==> src/rtl/dz_pkg.sv <==
// Shared types and constants for the dot-matrix countdown controller.
// Holds the FSM state encoding, digit width and the largest displayable digit.
package dz_pkg;

   localparam int DZ_DIGIT_W = 3;

   localparam logic [DZ_DIGIT_W-1:0] DZ_MAX_DIGIT = 3'd5;

   typedef enum logic [1:0] {
      ST_IDLE  = 2'd0,
      ST_RUN   = 2'd1,
      ST_PAUSE = 2'd2,
      ST_DONE  = 2'd3
   } dz_state_t;

   // Force the start digit into 1..DZ_MAX_DIGIT so the glyph set always covers it.
   function automatic logic [DZ_DIGIT_W-1:0] dz_legal_start(
      input logic [DZ_DIGIT_W-1:0] v
   );
      if (v == '0) begin
         return 3'd1;
      end else if (v > DZ_MAX_DIGIT) begin
         return DZ_MAX_DIGIT;
      end else begin
         return v;
      end
   endfunction

endpackage

==> src/rtl/dz_debounce.sv <==
// Button conditioner: 2-flop synchronizer, stable-level debouncer
// and a one-cycle pulse on each rising edge of the debounced level.
module dz_debounce
   import dz_pkg::*;
#(
   parameter int DEB_CYCLES = 20_000
) (
   input  logic clk,
   input  logic rst,
   input  logic i_btn,
   output logic o_rise
);

   localparam int CW = $clog2(DEB_CYCLES + 1);
   localparam logic [CW-1:0] CNT_LAST = CW'(DEB_CYCLES - 1);

   logic          r_sync1;
   logic          r_sync2;
   logic          r_level;
   logic          r_level_d;
   logic [CW-1:0] r_cnt;

   // Bring the raw button into the clock domain.
   always_ff @(posedge clk or negedge rst) begin
      if (!rst) begin
         r_sync1 <= 1'b0;
         r_sync2 <= 1'b0;
      end else begin
         r_sync1 <= i_btn;
         r_sync2 <= r_sync1;
      end
   end

   // Accept a new level only after DEB_CYCLES consecutive differing samples.
   always_ff @(posedge clk or negedge rst) begin
      if (!rst) begin
         r_level <= 1'b0;
         r_cnt   <= '0;
      end else if (r_sync2 == r_level) begin
         r_cnt   <= '0;
      end else if (r_cnt == CNT_LAST) begin
         r_level <= r_sync2;
         r_cnt   <= '0;
      end else begin
         r_cnt   <= r_cnt + 1'b1;
      end
   end

   // Delayed copy of the level for edge detection.
   always_ff @(posedge clk or negedge rst) begin
      if (!rst) begin
         r_level_d <= 1'b0;
      end else begin
         r_level_d <= r_level;
      end
   end

   assign o_rise = r_level & ~r_level_d;

endmodule

==> src/rtl/dz_count_ctrl.sv <==
// Countdown controller for an 8x8 dot-matrix digit display.
// Debounced start/pause buttons drive an IDLE/RUN/PAUSE/DONE FSM.
module dz_count_ctrl
   import dz_pkg::*;
#(
   parameter int                    TICK_DIV   = 1_000_000,
   parameter int                    DEB_CYCLES = 20_000,
   parameter logic [DZ_DIGIT_W-1:0] START_VAL  = 3'd5
) (
   input  logic                  clk,
   input  logic                  rst,
   input  logic                  btn_start,
   input  logic                  btn_pause,
   output logic [DZ_DIGIT_W-1:0] num,
   output logic                  running,
   output logic                  done,
   output logic                  tick
);

   localparam int PW = (TICK_DIV > 1) ? $clog2(TICK_DIV) : 1;
   localparam logic [PW-1:0] PRE_LAST = PW'(TICK_DIV - 1);
   localparam logic [DZ_DIGIT_W-1:0] START_C = dz_legal_start(START_VAL);

   dz_state_t             r_state;
   dz_state_t             w_state_n;
   logic [DZ_DIGIT_W-1:0] r_num;
   logic [DZ_DIGIT_W-1:0] w_num_n;
   logic [PW-1:0]         r_pre;
   logic [PW-1:0]         w_pre_n;
   logic                  r_tick;
   logic                  w_tick_n;
   logic                  w_start_p;
   logic                  w_pause_p;
   logic                  w_wrap;

   dz_debounce #(
      .DEB_CYCLES (DEB_CYCLES)
   ) u_deb_start (
      .clk    (clk),
      .rst    (rst),
      .i_btn  (btn_start),
      .o_rise (w_start_p)
   );

   dz_debounce #(
      .DEB_CYCLES (DEB_CYCLES)
   ) u_deb_pause (
      .clk    (clk),
      .rst    (rst),
      .i_btn  (btn_pause),
      .o_rise (w_pause_p)
   );

   assign w_wrap = (r_pre == PRE_LAST);

   // State, digit, prescaler and tick registers.
   always_ff @(posedge clk or negedge rst) begin
      if (!rst) begin
         r_state <= ST_IDLE;
         r_num   <= START_C;
         r_pre   <= '0;
         r_tick  <= 1'b0;
      end else begin
         r_state <= w_state_n;
         r_num   <= w_num_n;
         r_pre   <= w_pre_n;
         r_tick  <= w_tick_n;
      end
   end

   // Next-state logic; a pause without a wrap freezes the prescaler.
   always_comb begin
      w_state_n = r_state;
      w_num_n   = r_num;
      w_pre_n   = r_pre;
      w_tick_n  = 1'b0;
      unique case (r_state)
         ST_IDLE: begin
            w_num_n = START_C;
            w_pre_n = '0;
            if (w_start_p) begin
               w_state_n = ST_RUN;
            end
         end
         ST_RUN: begin
            if (w_wrap) begin
               w_pre_n = '0;
               if (r_num != '0) begin
                  w_num_n  = r_num - 1'b1;
                  w_tick_n = 1'b1;
               end
               if (r_num <= 3'd1) begin
                  w_state_n = ST_DONE;
               end else if (w_pause_p) begin
                  w_state_n = ST_PAUSE;
               end
            end else if (w_pause_p) begin
               w_state_n = ST_PAUSE;
            end else begin
               w_pre_n = r_pre + 1'b1;
            end
         end
         ST_PAUSE: begin
            if (w_start_p || w_pause_p) begin
               w_state_n = ST_RUN;
            end
         end
         ST_DONE: begin
            w_num_n = '0;
            w_pre_n = '0;
            if (w_start_p) begin
               w_state_n = ST_IDLE;
               w_num_n   = START_C;
            end
         end
         default: begin
            w_state_n = ST_IDLE;
            w_num_n   = START_C;
            w_pre_n   = '0;
         end
      endcase
   end

   assign num     = r_num;
   assign tick    = r_tick;
   assign running = (r_state == ST_RUN);
   assign done    = (r_state == ST_DONE);

endmodule

==> config.mk <==
export PLATFORM = sky130hd
export DESIGN_NAME = dz_count_ctrl
export DESIGN_NICKNAME = d
export VERILOG_FILES = /design/src/rtl/dz_pkg.sv /design/src/rtl/dz_debounce.sv /design/src/rtl/dz_count_ctrl.sv
export SDC_FILE = /design/constraint.sdc
export NUM_CORES = 1
export LEC_CHECK = 0
export ABC_AREA = 0
export CAP_MARGIN = 20
export CORE_ASPECT_RATIO = 0.6
export CORE_MARGIN = 2
export CORE_UTILIZATION = 60
export CTS_BUF_LIST = sky130_fd_sc_hd__clkbuf_4 sky130_fd_sc_hd__clkbuf_8
export CTS_CLUSTER_SIZE = 8
export DETAILED_ROUTE_END_ITERATION = 8
export GPL_ROUTABILITY_DRIVEN = 0
export PLACE_DENSITY = 0.78
export SYNTH_ARGS = -nofsm -noshare
export SYNTH_HDL_FRONTEND = slang
export SYNTH_SLANG_ARGS = --single-unit
==> constraint.sdc <==
create_clock -name clk -period 3.9 [get_ports clk]
set_clock_uncertainty 0.1 [all_clocks]
set_input_delay 0.585 -clock clk [delete_from_list [all_inputs] [get_ports clk]]
set_output_delay 0.585 -clock clk [all_outputs]
set_load 0.05 [all_outputs]
==> results of run 1 <==
## worst min path at each step
| stage | depth (start not counted) | from | slack, ps | to |
|---|---|---|---|---|
| after floorplan | 0 | rst | 190 | num[1] |
| after global placement | 0 | u_deb_start.r_sync1 | 240 | u_deb_start.r_sync2 |
| after detailed placement | 0 | u_deb_start.r_sync1 | 250 | u_deb_start.r_sync2 |
| final | 1 | rst | 220 | u_deb_start.r_cnt[3] |
| after global routing | 0 | u_deb_start.r_sync1 | 260 | u_deb_start.r_sync2 |
| after CTS | 1 | rst | 240 | tick |
## logic make-up (layout without fill, tap and decap cells)
logic type      count (synthesis)  after routing  share of synthesized area (%)
simple gates                  148            148                          24.30
flops                          64             64                          49.21
compound gates                 59             59                          11.82
xor+xnor                       28             28                          7.524
buf+inv                        17             38                          1.996
fa+ha+maj                      10             10                          3.839
mux                             4              4                          1.305
## critical path: stages (launching register included)
cell	delay (ps)
dfrtp_1	400
inv_1	120
ha_1	290
or3b_2	500
nor4_4	310
a21oi_2	320
or4_1	570
a21oi_1	150
## area by class of cell
| class | count | area (um^2) |
|---|---|---|
| inverter | 12 | 45.04 |
| tap | 66 | 82.58 |
| multi-input combinational | 249 | 1590 |
| sequential | 64 | 1604 |
| timing repair buffer | 10 | 92.59 |
| fill | 391 | 1538 |
| clock buffer | 9 | 123.9 |
| clock inverter | 7 | 78.83 |
## flip-flops by register name, indices dropped and copies added (netlist names)
register               flops
tick                       1
u_deb_start.r_level_d      1
u_deb_start.r_sync1        1
u_deb_pause.r_sync2        1
u_deb_pause.r_sync1        1
r_pre                     20
u_deb_pause.r_cnt         15
u_deb_start.r_cnt         15
u_deb_start.r_level        1
r_state                    2
u_deb_pause.r_level_d      1
u_deb_pause.r_level        1
num                        3
u_deb_start.r_sync2        1
## power by group through the flow
stage / clock, mW / combinational (mW) / sequential [mW]
6_report: 0.574 / 0.0313 / 0.677
5_1_grt: 0.625 / 0.0374 / 0.678
4_1_cts: 0.589 / 0.0329 / 0.677
3_5_place_dp: 0 / 0.0327 / 0.690
3_3_place_gp: 0 / 0.0325 / 0.690
2_1_floorplan: 0 / 0.0139 / 0.688
## routing by layer
layer  vias to the layer above  GRT usage, %
met1                      1185         35.56
li1                       1222             -
met4                         0         8.611
met5                         -             0
met2                        85         33.40
met3                         8         7.264
## cell usage after synthesis (all sizes together)
library cell / n / area (um^2)
and4: 2 / 17.52
o22ai: 2 / 12.51
a211o: 1 / 8.760
dfrtp: 62 / 1551
nand3: 20 / 100.1
mux2i: 2 / 20.02
dfstp: 2 / 52.55
or3b: 1 / 8.760
nand2b: 8 / 50.05
nor3: 10 / 50.05
a21oi: 19 / 102.6
a21o: 3 / 22.52
a31o: 1 / 8.760
mux2: 2 / 22.52
ha: 10 / 125.1
and2: 3 / 20.03
inv: 12 / 45.04
o21a: 2 / 15.01
o22a: 2 / 17.52
nor2: 38 / 142.6
or3: 6 / 37.54
a41oi: 3 / 26.28
nor4: 5 / 46.29
buf: 1 / 5.000
o21ai: 9 / 45.04
nor4b: 2 / 17.52
or4b: 1 / 13.76
a31oi: 6 / 37.54
xnor2: 11 / 96.34
xor2: 17 / 148.9
nand2: 22 / 82.58
o31a: 1 / 8.760
nand4: 11 / 68.82
a22o: 1 / 8.760
or4: 5 / 45.04
o311ai: 1 / 8.760
o211ai: 1 / 7.510
o31ai: 6 / 45.04
clkbuf: 4 / 15.01
nor2b: 4 / 25.02
nand4b: 1 / 8.760
o21ba: 1 / 10.01
and3: 9 / 57.56
## metrics by stage
step / util, % / power (mW) / setup slack, ps
after floorplan: - / 0.7024 / 1539
after global placement: 66.24 / 0.7222 / 1260
after detailed placement: 66.24 / 0.7224 / 1124
after CTS: 70.17 / 1.299 / 1099
after global routing: 70.17 / 1.340 / 896.3
final: 70.17 / 1.282 / 1066
==> impl_metrics.py, run 1 <==
metrics = {
    "status": {
        "status": "completed",
    },
    "detailed_routing": {
        "final_antenna_net_count": 0,
        "viasPerCell": 5.995,
        "dr_wl_met3_um": 402,
        "top_layer": "met4",
        "dr_wl_met2_mm": 2.522,
        "wirelength_mm": 6.257,
        "initialDrtViolationCount": 256,
        "wl_met1_mm": 3.266,
        "vias": 2500,
        "drc": 0,
        "dr.pass1.iters": 7,
        "post_drt_wl_per_cell_um": 15.00,
    },
    "timing": {
        "maxSlewHeadroom_pct": 37.10,
        "rsz0062_at_grt": "no",
        "holdWs_ps": 216.3,
        "period_minus_slack_ps": 2834,
        "fmax_mhz": 352.8,
        "max_slew.worst_pin.slew_ps": 934.8,
        "tns_ps": 0,
        "period_share_pct": 72.68,
        "timing_hold_violations_final": 0,
        "setup_viol": 0,
        "slew_viol_final": 0,
    },
    "critical_path": {
        "path_class": "reg2reg",
        "r2r_slack_ps": 1070,
        "reg2regPathDepth": 7,
        "cp-startpoint": "r_state[0]",
        "worstPathMaxFanout": 23,
        "reg2reg_to": "r_pre[16]",
        "cp_data_arrival_time_ps": 3000,
        "regToRegStartpoint": "r_state[0]",
        "endpoint": "r_pre[16]",
        "crit_required_ps": 4070,
        "endpoint_kind": "flip-flop",
        "cp-start-kind": "flip-flop",
    },
    "global_routing": {
        "overflow": 0,
        "grt_util_all_layers_pct": 23.89,
        "grt_max_degree": 37,
        "antenna_found_initial": 0,
        "grt_pass1_vias": 2331,
        "grt_pass1_wl_mm": 11.01,
    },
    "finish": {
        "layout.cells.non_filler": 417,
        "layout_common_cells": "dfrtp_1 (62), nor2_1 (38), nand2_1 (22)",
        "fin_nets": 360,
        "drive_gt1_share_pct": 9.402,
        "final_common_cell": "dfrtp_1",
        "diodes": 0,
        "areaGrowthSynthToFinish_pct": 10.98,
        "stdcell_area_mm2": 0.003617,
    },
    "floorplanning": {
        "core-area_mm2": 0.005155,
        "die_y_um": 61.09,
        "start_util_pct": 63.23,
        "die_x_um": 99.15,
        "die_area_mm2": 0.006057,
        "ioPinCount": 10,
        "std_cell_rows": 20,
    },
    "clocking": {
        "cts_resized": 0,
        "cts_root_buf": "clkbuf_8",
        "tritoncts": "built",
        "htreeDepth": 3,
        "clock_sinks": 64,
        "cts-hold-fix-buffers": 0,
        "max-clock-path-buffers": 2,
        "path_clk_slew_ps": 70,
        "cts_setup_buffers": 0,
        "clk_latency_ps": 350,
        "cts_made_buffers": 9,
    },
    "power_and_ir_drop": {
        "p_comb_share_pct": 2.4,
        "power.net_switching_mw": 0.3029,
        "power.density_mw_per_mm2": 354.5,
        "peakVddDrop_mv": 0.2059,
        "intPower_mw": 0.9793,
        "p_leak_nw": 1.492,
        "p_seq_share_pct": 52.8,
        "pwr-share-clk_pct": 44.8,
        "sw_frac_of_total_pct": 23.62,
    },
    "place": {
        "portBuffers": 9,
        "placed_area_mm2": 0.003415,
        "hpwl_mm": 4.394,
        "place_inst": 401,
    },
    "flow_run": {
        "cap_violations": 0,
    },
    "synthesis": {
        "syn_nets": 344,
        "ys_types": 49,
        "synth_cells": 330,
        "ys_seq_elements": 64,
        "netlist_area_mm2": 0.003259,
        "avgSynthCellArea_um2": 9.877,
        "yosysWarnings": 0,
        "seq_area_frac_synth_pct": 49.21,
    },
    "hold_path": {
        "holdCritPathClass": "in2async",
    },
}
(Power assumes the default switching activity.)
==> inputs of run 2 (changes only) <==
- clock period: 3.9 -> 2.7 ns (I/O delays scaled with it)
==> impl_metrics.py, run 2 (synthesis gave the netlist of run 1 again) <==
metrics = {
    "status": {
        "status": "completed",
    },
    "global_routing": {
        "antenna_found_initial": 0,
        "grt_max_degree": 35,
        "grt_pass1_vias": 2280,
        "grt_pass1_wl_mm": 10.98,
        "grt_util_all_layers_pct": 23.75,
        "overflow": 0,
    },
    "clocking": {
        "clk_latency_ps": 330,
        "tritoncts": "built",
        "htreeDepth": 3,
        "cts_setup_buffers": 0,
        "max-clock-path-buffers": 2,
        "path_clk_slew_ps": 70,
        "cts_made_buffers": 9,
        "cts_root_buf": "clkbuf_8",
        "clock_sinks": 64,
    },
    "critical_path": {
        "worstPathMaxFanout": 8,
        "crit_required_ps": 2190,
        "critical_path.slowest_cell": "clkdlybuf4s50_1",
        "cpPeakStageDelay_ps": 860,
        "cp-start-kind": "flip-flop",
        "endpoint_kind": "primary output",
        "path_cells": "inv_1, ha_1, clkdlybuf4s50_1",
        "r2r_slack_ps": 200,
        "path_class": "reg2out",
        "path_buf_inv": 2,
        "path_delay_family": "buffers and inverters",
        "cp_data_arrival_time_ps": 2050,
    },
    "detailed_routing": {
        "final_antenna_net_count": 0,
        "wirelength_mm": 6.471,
        "initialDrtViolationCount": 145,
        "drc": 0,
        "vias": 2484,
        "viasPerCell": 5.886,
        "post_drt_wl_per_cell_um": 15.33,
        "dr.pass1.iters": 5,
    },
    "power_and_ir_drop": {
        "p_leak_nw": 1.539,
        "peakVddDrop_mv": 0.2913,
        "power.net_switching_mw": 0.3763,
        "intPower_mw": 1.449,
        "p_seq_share_pct": 53.6,
        "p_comb_share_pct": 2.6,
        "sw_frac_of_total_pct": 20.62,
        "pwr-share-clk_pct": 43.8,
        "power.density_mw_per_mm2": 495.8,
    },
    "finish": {
        "diodes": 0,
        "final_common_cell": "dfrtp_1",
        "regMostFlops": "r_pre",
        "layout_common_cells": "dfrtp_1 (62), nor2_1 (38), nand2_1 (22)",
        "layout.cells.non_filler": 422,
        "fillers": 402,
        "largest_register_ffs": 20,
        "fin_nets": 367,
        "stdcell_area_mm2": 0.003681,
        "largestRegisters": "r_pre (20), u_deb_pause.r_cnt (15), u_deb_start.r_cnt (15)",
        "areaGrowthSynthToFinish_pct": 12.94,
        "drive_gt1_share_pct": 10.96,
    },
    "floorplanning": {
        "start_util_pct": 63.23,
        "die_x_um": 99.15,
        "std_cell_rows": 20,
        "die_area_mm2": 0.006057,
        "die_y_um": 61.09,
        "core-area_mm2": 0.005155,
        "ioPinCount": 10,
    },
    "place": {
        "hpwl_mm": 4.629,
        "placed_area_mm2": 0.003480,
        "place_inst": 408,
        "portBuffers": 9,
    },
    "timing": {
        "timing_hold_violations_final": 0,
        "fmax_mhz": 391.0,
        "max_slew.worst_pin.slew_ps": 685.9,
        "rsz0062_at_grt": "no",
        "tns_ps": 0,
        "maxSlewHeadroom_pct": 54.27,
        "period_share_pct": 94.73,
        "setup_viol": 0,
        "period_minus_slack_ps": 2558,
        "slew_viol_final": 0,
    },
    "hold_path": {
        "holdCritPathClass": "in2async",
    },
    "flow_run": {
        "cap_violations": 0,
    },
}
-- run 2: changes by cell type in the layout (fill, tap and decap cells not counted), moves of 2 or more --
| cell | previous run | this run |
|---|---|---|
| clkbuf_8 | 9 | 11 |
| inv_6 | 2 | 0 |
| buf_4 | 1 | 7 |
| clkinvlp_4 | 3 | 1 |
-- run 2: worst register-to-register path, cell delays in order (launching register included) --
cell and delay, ps:
dfrtp_1 410, inv_2 90, ha_1 230, or3b_2 470
nor4_4 220, a21oi_4 210, or4_1 540, a21oi_1 150
-- run 2: path summary, 6_finish.rpt --
check	endpoint	cells past startpoint	startpoint
min in group clk	u_deb_start.r_sync2	0	u_deb_start.r_sync1
min reg2reg	u_deb_start.r_sync2	0	u_deb_start.r_sync1
max	running	3	r_state[1]
max reg2reg	r_pre[16]	7	r_state[0]
max in group asynchronous	num[0]	2	rst
min	u_deb_start.r_cnt[5]	1	rst
-- run 2: per-stage QoR --
stage | worst slack [ps] | power [mW] | hold WS, ps | util (%)
global route | 50.19 | 1.909 | 39.89 | 71.41
floorplan | 339.0 | 1.015 | 9.409 | -
global placement | 238.4 | 1.045 | 245.6 | 67.50
CTS | 117.3 | 1.855 | 20.47 | 71.26
finish | 142.3 | 1.825 | 11.21 | 71.41
detailed placement | 144.6 | 1.046 | 244.2 | 67.50
-- run 2: layout make-up --
cell class / instances / area [um^2] / area share, %
sequential: 64 / 1604 / 43.58
multi-input combinational: 249 / 1598 / 43.41
timing repair buffer: 17 / 157.7 / 4.283
clock buffer: 11 / 151.4 / 4.113
tap: 66 / 82.58 / 2.243
inverter: 12 / 45.04 / 1.224
clock inverter: 3 / 42.54 / 1.156
-- run 2: power by group through the flow --
stage,Clock (mW),Combinational [mW],Sequential [mW]
finish,0.799,0.0475,0.979
global route,0.872,0.0571,0.979
CTS,0.826,0.0500,0.979
detailed placement,0,0.0497,0.997
global placement,0,0.0489,0.996
floorplan,0,0.0201,0.994
-- run 2: layer usage --
layer  vias to the layer above  track usage (%)  share of wire [%]
met5                         -                0                  0
met4                         0            7.241               0.63
met3                         7            6.924                6.2
met2                        77            33.78                 42
met1                      1169            35.65                 51
li1                       1231                -                  -
-- run 2: repair_timing --
| action | CTS | global route |
|---|---|---|
| setup endpoints to repair | 0 | 2 |
| hold buffers | 0 | 0 |
| resized for setup | 0 | 2 |
==> inputs of run 3 (changes only) <==
- SKIP_LAST_GASP: default -> 1
==> impl_metrics.py, run 3 (synthesis gave the netlist of run 1 again) <==
metrics = {
    "timing": {
        "setup_viol": 0,
        "period_minus_slack_ps": 2561,
        "timing_hold_violations_final": 0,
        "period_share_pct": 94.86,
        "fmax_mhz": 390.5,
        "rsz0062_at_grt": "yes",
        "slew_viol_final": 0,
        "tns_ps": 0,
        "max_slew.worst_pin.slew_ps": 686.4,
        "maxSlewHeadroom_pct": 54.24,
    },
    "critical_path": {
        "crit_required_ps": 2190,
        "endpoint_kind": "primary output",
        "reg2regPathDepth": 7,
        "cp_data_arrival_time_ps": 2060,
        "endpoint": "running",
        "cp-startpoint": "r_state[1]",
        "cp-start-kind": "flip-flop",
        "regToRegStartpoint": "r_state[0]",
        "path_class": "reg2out",
        "worstPathMaxFanout": 8,
        "r2r_slack_ps": 160,
        "reg2reg_to": "r_pre[16]",
    },
    "floorplanning": {
        "core-area_mm2": 0.005155,
        "start_util_pct": 63.23,
        "die_y_um": 61.09,
        "std_cell_rows": 20,
        "ioPinCount": 10,
        "die_x_um": 99.15,
        "die_area_mm2": 0.006057,
    },
    "global_routing": {
        "grt_pass1_wl_mm": 10.98,
        "grt_pass1_vias": 2280,
        "overflow": 0,
        "antenna_found_initial": 0,
        "grt_util_all_layers_pct": 23.75,
        "grt_max_degree": 35,
    },
    "clocking": {
        "cts_root_buf": "clkbuf_8",
        "cts_resized": 0,
        "htreeDepth": 3,
        "cts_made_buffers": 9,
        "clock_sinks": 64,
        "clk_latency_ps": 330,
        "cts-hold-fix-buffers": 0,
        "tritoncts": "built",
        "max-clock-path-buffers": 2,
        "cts_setup_buffers": 0,
        "path_clk_slew_ps": 70,
    },
    "detailed_routing": {
        "drc": 0,
        "wirelength_mm": 6.467,
        "dr.pass1.iters": 5,
        "vias": 2478,
        "viasPerCell": 5.872,
        "post_drt_wl_per_cell_um": 15.32,
        "initialDrtViolationCount": 145,
        "final_antenna_net_count": 0,
    },
    "finish": {
        "largestRegisters": "r_pre (20), u_deb_pause.r_cnt (15), u_deb_start.r_cnt (15)",
        "stdcell_area_mm2": 0.003681,
        "fillers": 402,
        "areaGrowthSynthToFinish_pct": 12.94,
        "final_common_cell": "dfrtp_1",
        "multi_input_area_mm2": 0.001598,
        "regMostFlops": "r_pre",
        "layout_common_cells": "dfrtp_1 (62), nor2_1 (38), nand2_1 (22)",
        "seq_area_mm2": 0.001604,
        "drive_gt1_share_pct": 10.67,
        "fin_nets": 367,
        "diodes": 0,
        "largest_register_ffs": 20,
    },
    "place": {
        "hpwl_mm": 4.629,
        "placed_area_mm2": 0.003480,
        "portBuffers": 9,
    },
    "power_and_ir_drop": {
        "total_power_mw": 1.825,
        "p_leak_nw": 1.539,
        "power.density_mw_per_mm2": 495.9,
        "peakVddDrop_mv": 0.2913,
    },
    "status": {
        "status": "completed",
    },
    "hold_path": {
        "holdCritPathClass": "in2async",
    },
    "flow_run": {
        "cap_violations": 0,
    },
}
[run 3: cell counts in the layout (fill, tap and decap cells not counted)]
Identical to the previous run, type by type.
[run 3: cell type report]
type / count / area share (%)
clock inverter: 3 / 1.156
multi-input combinational: 249 / 43.41
tap: 66 / 2.243
clock buffer: 11 / 4.113
timing repair buffer: 17 / 4.283
inverter: 12 / 1.224
sequential: 64 / 43.58
[run 3: worst min path at each step]
| stage | end | slack, ps | startpoint |
|---|---|---|---|
| 2_1_floorplan | num[1] | 9 | rst |
| 3_3_place_gp | u_deb_start.r_sync2 | 250 | u_deb_start.r_sync1 |
| 3_5_place_dp | u_deb_start.r_sync2 | 240 | u_deb_start.r_sync1 |
| 4_1_cts | u_deb_start.r_cnt[5] | 20 | rst |
| 5_1_grt | u_deb_start.r_cnt[8] | 40 | rst |
| 6_report | u_deb_start.r_cnt[5] | 10 | rst |
[run 3: per-stage QoR]
stage               util [%]  hold WS, ps  instances  worst slack [ps]
finish                 71.41        11.55        422             138.9
global route           71.41        39.89        422           -0.3482
CTS                    71.26        20.47        422             117.3
detailed placement     67.50        244.2        408             144.6
global placement       67.50        245.6        408             238.4
floorplan                  -        9.409        330             339.0
[run 3: report_power, final]
group          internal (mW)  switching [mW]  leakage [nW]
Sequential             0.969         0.00938         0.873
Combinational         0.0149          0.0327         0.568
Clock                  0.465           0.334        0.0973
Total                   1.45           0.376          1.54
[run 3: critical path, stage by stage (launching register included)]
cell and delay (ps):
dfrtp_1 440, inv_1 100, ha_1 320, clkdlybuf4s50_1 860
[run 3: routing by layer]
layer / global-route usage [%] / wire length [um]
met5: 0 / 0
met4: 7.241 / 53
met3: 6.924 / 379
met2: 33.78 / 2720
met1: 35.65 / 3315
==> edit: new RTL, settings of run 2 <==
Make the reset (`rst`) synchronous in 4 clocked blocks.
--- a/src/rtl/dz_debounce.sv
+++ b/src/rtl/dz_debounce.sv
@@ -21,7 +21,7 @@
    logic [CW-1:0] r_cnt;
 
    // Bring the raw button into the clock domain.
-   always_ff @(posedge clk or negedge rst) begin
+   always_ff @(posedge clk) begin
       if (!rst) begin
          r_sync1 <= 1'b0;
          r_sync2 <= 1'b0;
@@ -32,7 +32,7 @@
    end
 
    // Accept a new level only after DEB_CYCLES consecutive differing samples.
-   always_ff @(posedge clk or negedge rst) begin
+   always_ff @(posedge clk) begin
       if (!rst) begin
          r_level <= 1'b0;
          r_cnt   <= '0;
@@ -47,7 +47,7 @@
    end
 
    // Delayed copy of the level for edge detection.
-   always_ff @(posedge clk or negedge rst) begin
+   always_ff @(posedge clk) begin
       if (!rst) begin
          r_level_d <= 1'b0;
       end else begin
--- a/src/rtl/dz_count_ctrl.sv
+++ b/src/rtl/dz_count_ctrl.sv
@@ -54,7 +54,7 @@
    assign w_wrap = (r_pre == PRE_LAST);
 
    // State, digit, prescaler and tick registers.
-   always_ff @(posedge clk or negedge rst) begin
+   always_ff @(posedge clk) begin
       if (!rst) begin
          r_state <= ST_IDLE;
          r_num   <= START_C;
Behaviour: same outputs for any inputs over 10 cycles, from zero or initial values and one cycle with rst low; that may be too few to reach the edited logic, so the function may still have changed.
==> edit against run 2 <==
Cell area is 5.0% lower; critical path depth stayed put; sequential cell count stayed put; first-iteration DRC count is 90% higher; setup slack worse by 5.4 ps; die area is 3.4% lower; wire length is 5.5% higher; synthesized area is 3.6% lower; core utilization is 2.2 points lower; global-route usage is 1.1 points higher.
Power is not compared: it rests on default switching activity, and its combinational part moved more than twofold at a synthesized area within 25%.
==> edit: results (changes against run 2) <==
synthesis:
  synthAdderAreaFrac_pct: 4.38  # +0.54 points
  synth_common_cells: "64 x dfxtp_1, 47 x nor2_1, 32 x nand2_1"
  synth_top_flop_cell: "dfxtp_1"
  synth_cell_types: 53  # +8.2%
  async_flop_share_pct: 0  # -100 points
  synth_area_leaders: "dfxtp_1 41%, nor2_1 5.6%, ha_1 4.4%, xor2_1 3.9%, nand2_1 3.8%"
  synth_fp_nets: 371  # +7.8%
  syn_avg_cell_area_um2: 8.83  # -11%
  synth-compound-area-share_pct: 13.0  # +1.2 points
  synthMuxAreaShare_pct: 1.59  # +0.29 points
  yosys_warnings: 0  # unchanged
  ys_seq_area_share_pct: 40.8  # -8.4 points
  synth_xor_area_share_pct: 7.52  # about the same
clocking:
  h-tree-depth: 3  # unchanged
  cts_inserted_buffers: 9  # unchanged
  root_buffer: "clkbuf_8"
  post_cts_resized: 0  # unchanged
placement:
  detailedPlace.worstSlack_ps: 262  # +117 ps
  place_inst: 423  # +3.7%
  placed_area_um2: 3280  # -5.7%
  hpwl_mm: 4.80  # +3.7%
grt:
  grt_pass1_wl_mm: 11.3  # +2.5%
  first_global_vias: 2214  # -2.9%
  grt_use_total_pct: 24.9  # +1.1 points
  grt_max_degree: 21  # -40%
worst_setup_path:
  worstPathMaxFanout: 11  # +3
pwr:
  ir_worst_vdd_v: 0.000375
finish:
  fin_nets: 383  # +4.4%
  instances_no_fill: 439  # +4.0%
  fin_util_pct: 69.2  # -2.2 points
  top_regs: "r_pre x20, u_deb_pause.r_cnt x15, u_deb_start.r_cnt x15"
  fill_cells: 414  # +3.0%
  drive_gt1_share_pct: 8.04  # -2.9 points
sta:
  tightest_slew_ps: 581  # -105 ps
drt:
  first_pass_iters: 7  # +2
  drtIter0Drc: 276  # +90%
  wl_per_cell_um: 15.6  # +1.4%
  vias: 2613  # +5.2%
hold_path:
  hp-class: "reg2reg"
run_status:
  status: "complete, no violations"
==> edit: changes by cell type after synthesis, moves of 8 or more <==
cell            run 2  this run
a31oi_1             6        16
a21oi_1            17         9
dfrtp_1            62         0
nor2_1             38        47
and2_1              1         9
dfxtp_1             0        64
nand2_1            22        32
==> edit: power by group through the flow <==
stage / Combinational, mW / Sequential [mW] / Clock (mW)
floorplan: 0.124 / 0.999 / 0
global placement: 0.169 / 0.989 / 0
detailed placement: 0.172 / 0.991 / 0
CTS: 0.173 / 0.969 / 0.868
global route: 0.194 / 0.971 / 0.902
finish: 0.175 / 0.969 / 0.844
==> edit: area by class of cell <==
cell class / instances / share of cell area (%)
Multi-Input combinational cell: 270 / 50.5
Sequential cell: 64 / 36.6
Clock buffer: 13 / 4.76
Timing Repair Buffer: 14 / 3.65
Tap cell: 66 / 2.36
Clock inverter: 3 / 1.14
Inverter: 9 / 0.966
==> edit: path summary, 6_finish.rpt <==
| check | start | endpoint | slack [ps] | cells after the start |
|---|---|---|---|---|
| max | r_state[1] | running | 140 | 3 |
| min | u_deb_pause.r_sync1 | u_deb_pause.r_sync2 | 330 | 1 |
| max reg2reg | r_pre[0] | r_pre[10] | 210 | 6 |
| min reg2reg | u_deb_pause.r_sync1 | u_deb_pause.r_sync2 | 330 | 1 |
==> edit: per-layer routing <==
layer	global-route usage, %	vias up	routed length [um]	share of wire (%)
met4	8.53	0	88	1.3
met3	7.02	9	538	7.9
met2	32.2	92	2540	37
met5	0	-	0	0
met1	38.6	1212	3660	54
li1	-	1300	-	-
==> edit: critical path, stage by stage (launching register included) <==
cell and delay [ps]:
dfxtp_1 360, inv_1 90, ha_1 390, clkdlybuf4s50_1 880
